File: src/rtl/i2s_bulk_axis_packer.sv
// Drains one bulk of BULK_BYTES entries from the I2S receiver FIFO and emits it as an
// AXI4-Stream packet: a sync/id/length header beat followed by big-endian 32-bit payload beats.
module i2s_bulk_axis_packer #(
  parameter int          C_M_AXIS_TDATA_WIDTH = 32,
  parameter int          FIFO_DATA_WIDTH      = 16,
  parameter int          ID_WIDTH             = 5,
  parameter int          BULK_BYTES           = 15,
  parameter logic [15:0] SYNC_WORD            = 16'hA55A
) (
  input  logic                            clk,
  input  logic                            rst_n,
  input  logic                            r_ready,
  output logic                            r_enable,
  input  logic [FIFO_DATA_WIDTH-1:0]      rdata,
  input  logic                            error_empty,
  output logic                            m_axis_tvalid,
  input  logic                            m_axis_tready,
  output logic [C_M_AXIS_TDATA_WIDTH-1:0] m_axis_tdata,
  output logic                            m_axis_tlast,
  output logic [15:0]                     bulk_count,
  output logic                            error_id,
  output logic                            error_underrun
);

  localparam logic [7:0] BB8 = BULK_BYTES[7:0];

  typedef enum logic [2:0] {IDLE, RD_REQ, RD_CAP, HDR, DATA} state_t;

  state_t               state_q, state_d;
  logic [7:0]           byte_cnt_q, byte_cnt_d;
  logic [31:0]          word_q, word_d;
  logic [ID_WIDTH-1:0]  id_q, id_d;
  logic [15:0]          bulk_count_q, bulk_count_d;
  logic                 error_id_q, error_id_d;
  logic                 error_underrun_q, error_underrun_d;

  logic [ID_WIDTH-1:0]  rd_id;
  logic [7:0]           rd_byte;
  logic                 last_byte;
  logic                 unused_rdata;

  assign rd_id        = rdata[8 +: ID_WIDTH];
  assign rd_byte      = rdata[7:0];
  assign unused_rdata = ^rdata[FIFO_DATA_WIDTH-1:8+ID_WIDTH];
  // True in RD_CAP when the byte being captured completes the bulk.
  assign last_byte    = ((byte_cnt_q + 8'd1) == BB8);

  always_ff @(posedge clk or negedge rst_n) begin
    if (!rst_n) begin
      state_q          <= IDLE;
      byte_cnt_q       <= '0;
      word_q           <= '0;
      id_q             <= '0;
      bulk_count_q     <= '0;
      error_id_q       <= 1'b0;
      error_underrun_q <= 1'b0;
    end else begin
      state_q          <= state_d;
      byte_cnt_q       <= byte_cnt_d;
      word_q           <= word_d;
      id_q             <= id_d;
      bulk_count_q     <= bulk_count_d;
      error_id_q       <= error_id_d;
      error_underrun_q <= error_underrun_d;
    end
  end

  always_comb begin
    state_d          = state_q;
    byte_cnt_d       = byte_cnt_q;
    word_d           = word_q;
    id_d             = id_q;
    bulk_count_d     = bulk_count_q;
    error_id_d       = error_id_q;
    error_underrun_d = error_underrun_q | (error_empty && (state_q != IDLE));
    r_enable         = 1'b0;
    m_axis_tvalid    = 1'b0;
    m_axis_tdata     = '0;
    m_axis_tlast     = 1'b0;

    case (state_q)
      IDLE: begin
        if (r_ready) begin
          byte_cnt_d = '0;
          state_d    = RD_REQ;
        end
      end
      RD_REQ: begin
        r_enable = 1'b1;
        state_d  = RD_CAP;
      end
      RD_CAP: begin
        // Lane 0 is the most significant byte of the beat (big-endian packing).
        case (byte_cnt_q[1:0])
          2'd0:    word_d[31:24] = rd_byte;
          2'd1:    word_d[23:16] = rd_byte;
          2'd2:    word_d[15:8]  = rd_byte;
          default: word_d[7:0]   = rd_byte;
        endcase
        byte_cnt_d = byte_cnt_q + 8'd1;
        if (byte_cnt_q == 8'd0) begin
          id_d    = rd_id;
          state_d = HDR;
        end else begin
          if (rd_id != id_q) error_id_d = 1'b1;
          if ((byte_cnt_q[1:0] == 2'd3) || last_byte) state_d = DATA;
          else                                        state_d = RD_REQ;
        end
      end
      HDR: begin
        m_axis_tvalid = 1'b1;
        m_axis_tdata  = {SYNC_WORD, {(8-ID_WIDTH){1'b0}}, id_q, BB8};
        if (m_axis_tready) begin
          state_d = (byte_cnt_q == BB8) ? DATA : RD_REQ;
        end
      end
      DATA: begin
        m_axis_tvalid = 1'b1;
        m_axis_tdata  = word_q;
        m_axis_tlast  = (byte_cnt_q == BB8);
        if (m_axis_tready) begin
          word_d = '0;
          if (byte_cnt_q == BB8) begin
            bulk_count_d = bulk_count_q + 16'd1;
            state_d      = IDLE;
          end else begin
            state_d = RD_REQ;
          end
        end
      end
      default: state_d = IDLE;
    endcase
  end

  assign bulk_count     = bulk_count_q;
  assign error_id       = error_id_q;
  assign error_underrun = error_underrun_q;

endmodule

File: config.mk
export PLATFORM = sky130hd
export DESIGN_NAME = i2s_bulk_axis_packer
export DESIGN_NICKNAME = d
export VERILOG_FILES = /design/src/rtl/i2s_bulk_axis_packer.sv
export SDC_FILE = /design/constraint.sdc
export NUM_CORES = 1
export LEC_CHECK = 0
export CAP_MARGIN = 20
export CORE_ASPECT_RATIO = 1.2
export CORE_MARGIN = 2
export CORE_UTILIZATION = 49
export CTS_BUF_LIST = sky130_fd_sc_hd__clkbuf_16
export CTS_CLUSTER_SIZE = 20
export DETAILED_ROUTE_END_ITERATION = 7
export PLACE_DENSITY = 0.89
export SLEW_MARGIN = 5
export SYNTH_ARGS = -nofsm -noshare
export SYNTH_HDL_FRONTEND = slang
export SYNTH_SLANG_ARGS = --single-unit
File: constraint.sdc
create_clock -name clk -period 2.23 [get_ports clk]
set_input_delay 0.5575 -clock clk [delete_from_list [all_inputs] [get_ports clk]]
set_output_delay 0.5575 -clock clk [all_outputs]
set_load 0.02 [all_outputs]
==> results of run 1 <==
[logic make-up after synthesis]
logic type | share of synthesized area
compound gates | 0.0861
xor+xnor | 0.0552
fa+ha+maj | 0.0225
buf+inv | 0.0218
flops | 0.496
mux | 0.129
simple gates | 0.190
[layer usage]
layer  part of all wire  global-route usage  routed length, microns  vias to the layer above
li1                   -                   -                       -                     1261
met1               0.39               0.282                    3330                     1310
met2               0.53               0.421                    4430                      109
met3              0.063              0.0529                     531                       12
met4              0.017              0.0862                     146                        0
met5                  0                   0                       0                        -
[flip-flops by register name (all words and copies together), names as in the netlist]
signal,cells
bulk_count,16
byte_cnt_q,8
error_id,1
error_underrun,1
id_q,5
state_q,3
word_q,32
[worst max-delay path, stage by stage (launching register included)]
cell and delay [ps]:
dfrtp_1 420, nor3b_4 220, buf_4 170, buf_16 150, nand2_1 80, nand2_1 80, buf_2 170
[power by group through the flow]
stage	sequential (mW)	clock [mW]	combinational, mW
floorplan	1.77	0	1.22
global placement	1.80	0	1.96
detailed placement	1.83	0	2.02
CTS	1.82	1.62	1.94
global route	1.87	1.67	2.04
finish	1.83	1.61	1.90
[per-stage QoR]
step	utilization	total power [mW]	cells	instance area [sq um]
2_1_floorplan	-	2.98	301	3330
3_3_place_gp	0.671	3.76	470	4350
3_5_place_dp	0.671	3.85	470	4350
4_1_cts	0.715	5.38	489	4640
5_1_grt	0.706	5.58	490	4580
6_report	0.706	5.35	490	4580
[what timing repair did]
action | in CTS | in global routing
setup buffers | 2 | 1
resized for setup | 126 | 14
cloned | 1 | 0
pin swaps | 1 | 0
setup endpoints to repair | 35 | 12
[synthesized netlist by cell type (5+ instances only)]
master    number
a22o_1         6
and2_1        19
and3_1         5
clkbuf_1       9
dfrtp_1       66
ha_1           6
mux2_2        38
nand2_1       39
nand3_1       13
nor2_1         8
nor2b_1        8
o21ai_0       11
xnor2_1       16
xor2_1         5
[final timing paths]
kind                                      from          endpoint  slack, ps
worst min-delay path                     rst_n     bulk_count[3]        150
worst max-delay path                state_q[0]  m_axis_tdata[29]         60
max in group asynchronous                rst_n        state_q[1]       1510
worst min register to register  bulk_count[15]    bulk_count[15]        470
min in group clk                bulk_count[15]    bulk_count[15]        470
worst max register to register   byte_cnt_q[4]     bulk_count[7]        200
[area by class of cell]
cell class / instances / area [sq um]
timing repair buffer: 102 / 847
inverter: 4 / 15.0
fill: 474 / 1900
sequential: 66 / 1650
clock inverter: 7 / 116
multi-input combinational: 217 / 1620
tap: 85 / 106
clock buffer: 9 / 225
==> impl_metrics.ini, run 1 <==
[yosys]
ys_seq_area_frac = 0.496
synth-seq-cells = 66
yosys.area.top_type = dfrtp_1
ys_warn_count = 0
synth_edf_count = 0
synthTopCellsByArea = dfrtp_1 (50%), mux2_2 (13%), nand2_1 (4.4%), xnor2_1 (4.2%), and2_1 (3.6%)
syn_inst = 301
yosys.area.top_type_share = 0.496
syn_area_sq_mm = 0.00333
synthDistinctLibCells = 48
ys.flop_type = dfrtp_1
syn_area_per_cell_sq_um = 11.1
syn-num-nets = 328
synthArstFlopShare = 1.00

[power]
clkPwrFrac = 0.301
p_int_mw = 3.56
power.density_mw_per_mm2 = 1170
power.share.combinational = 0.356
power.switching_mw = 1.78
power.share.sequential = 0.343
p_leak_nw = 2.14
ir_worst_vdd_mv = 0.847
power.share.switching = 0.334

[timing]
worst_hold_slack_ps = 154
maxSlewHeadroom = 0.609
slew_violations = 0
finalSetupViolations = 0
period_share = 0.974
fin_ws_ps = 58.6
period_needed_ps = 2170
worst_pin_slew_ps = 582
fmax_mhz = 461
final-hold-violation-count = 0
rsz0062_at_grt = no
skew_ps = 3.44
final.setup.tns_ps = 0

[floorplanning]
io_pins = 74
rows = 32
die_w_microns = 79.3
dieHeight_microns = 94.3
start_util = 0.513
core-area_sq_mm = 0.00649
dieArea_sq_mm = 0.00747

[critical_path]
path_class = register to primary output
crit_required_ps = 1670
critPathMaxFanout = 21
worstPathArrival_ps = 1610
reg2regPathDepth = 5
end_kind = primary output
crit_path_start_kind = register

[clock_tree]
numCtsBuffers = 9
path_clk_slew_ps = 50
htreeDepth = 3
cts_tree = done
clkSinkCount = 66
cts_root_buffer = clkbuf_16
clock_latency_ps = 320
clockBufferDepth = 2
cts_hold_buf = 0

[global_route]
grt_overflow = 0
antenna_found_initial = 0
grt_use_total = 0.238
grt_pass1_vias = 2821
grt_first_pass_wirelength_microns = 13600
grt_max_degree = 36

[final_layout]
n_antenna_cell = 0
fin_nets = 427
final_layout_size_suffix_gt1_frac = 0.331
syn_to_final_growth_pct = 37.6
mostFrequentLayoutCells = dfrtp_1 (66), nand2_1 (39), mux2_2 (38)
mostFrequentLayoutCell = dfrtp_1

[placed_design]
dp.final_hpwl_microns = 5670
dp_slack_ps = -27.3
port_buffers = 70
routabilityCongestion = 0.861

[detailed_routing]
drtAntennaViolNets = 0
drc = 0
routed_wirelength_microns = 8440
first_iter_violations = 172
vias = 2692
dr.pass1.iters = 4
wl_per_cell_microns = 17.2
routed_via_density = 5.49

[status]
status = finished clean

[job]
maxCapViolations = 0

[min_path]
hold_path_class = primary input to async pin
Power figures use the tool's default switching activity.
==> run 2: changes to the inputs <==
SLEW_MARGIN = 20   (was 5)
==> results of run 2 <==
Same layout as run 1: the final DEF is identical, and so are final timing and power.
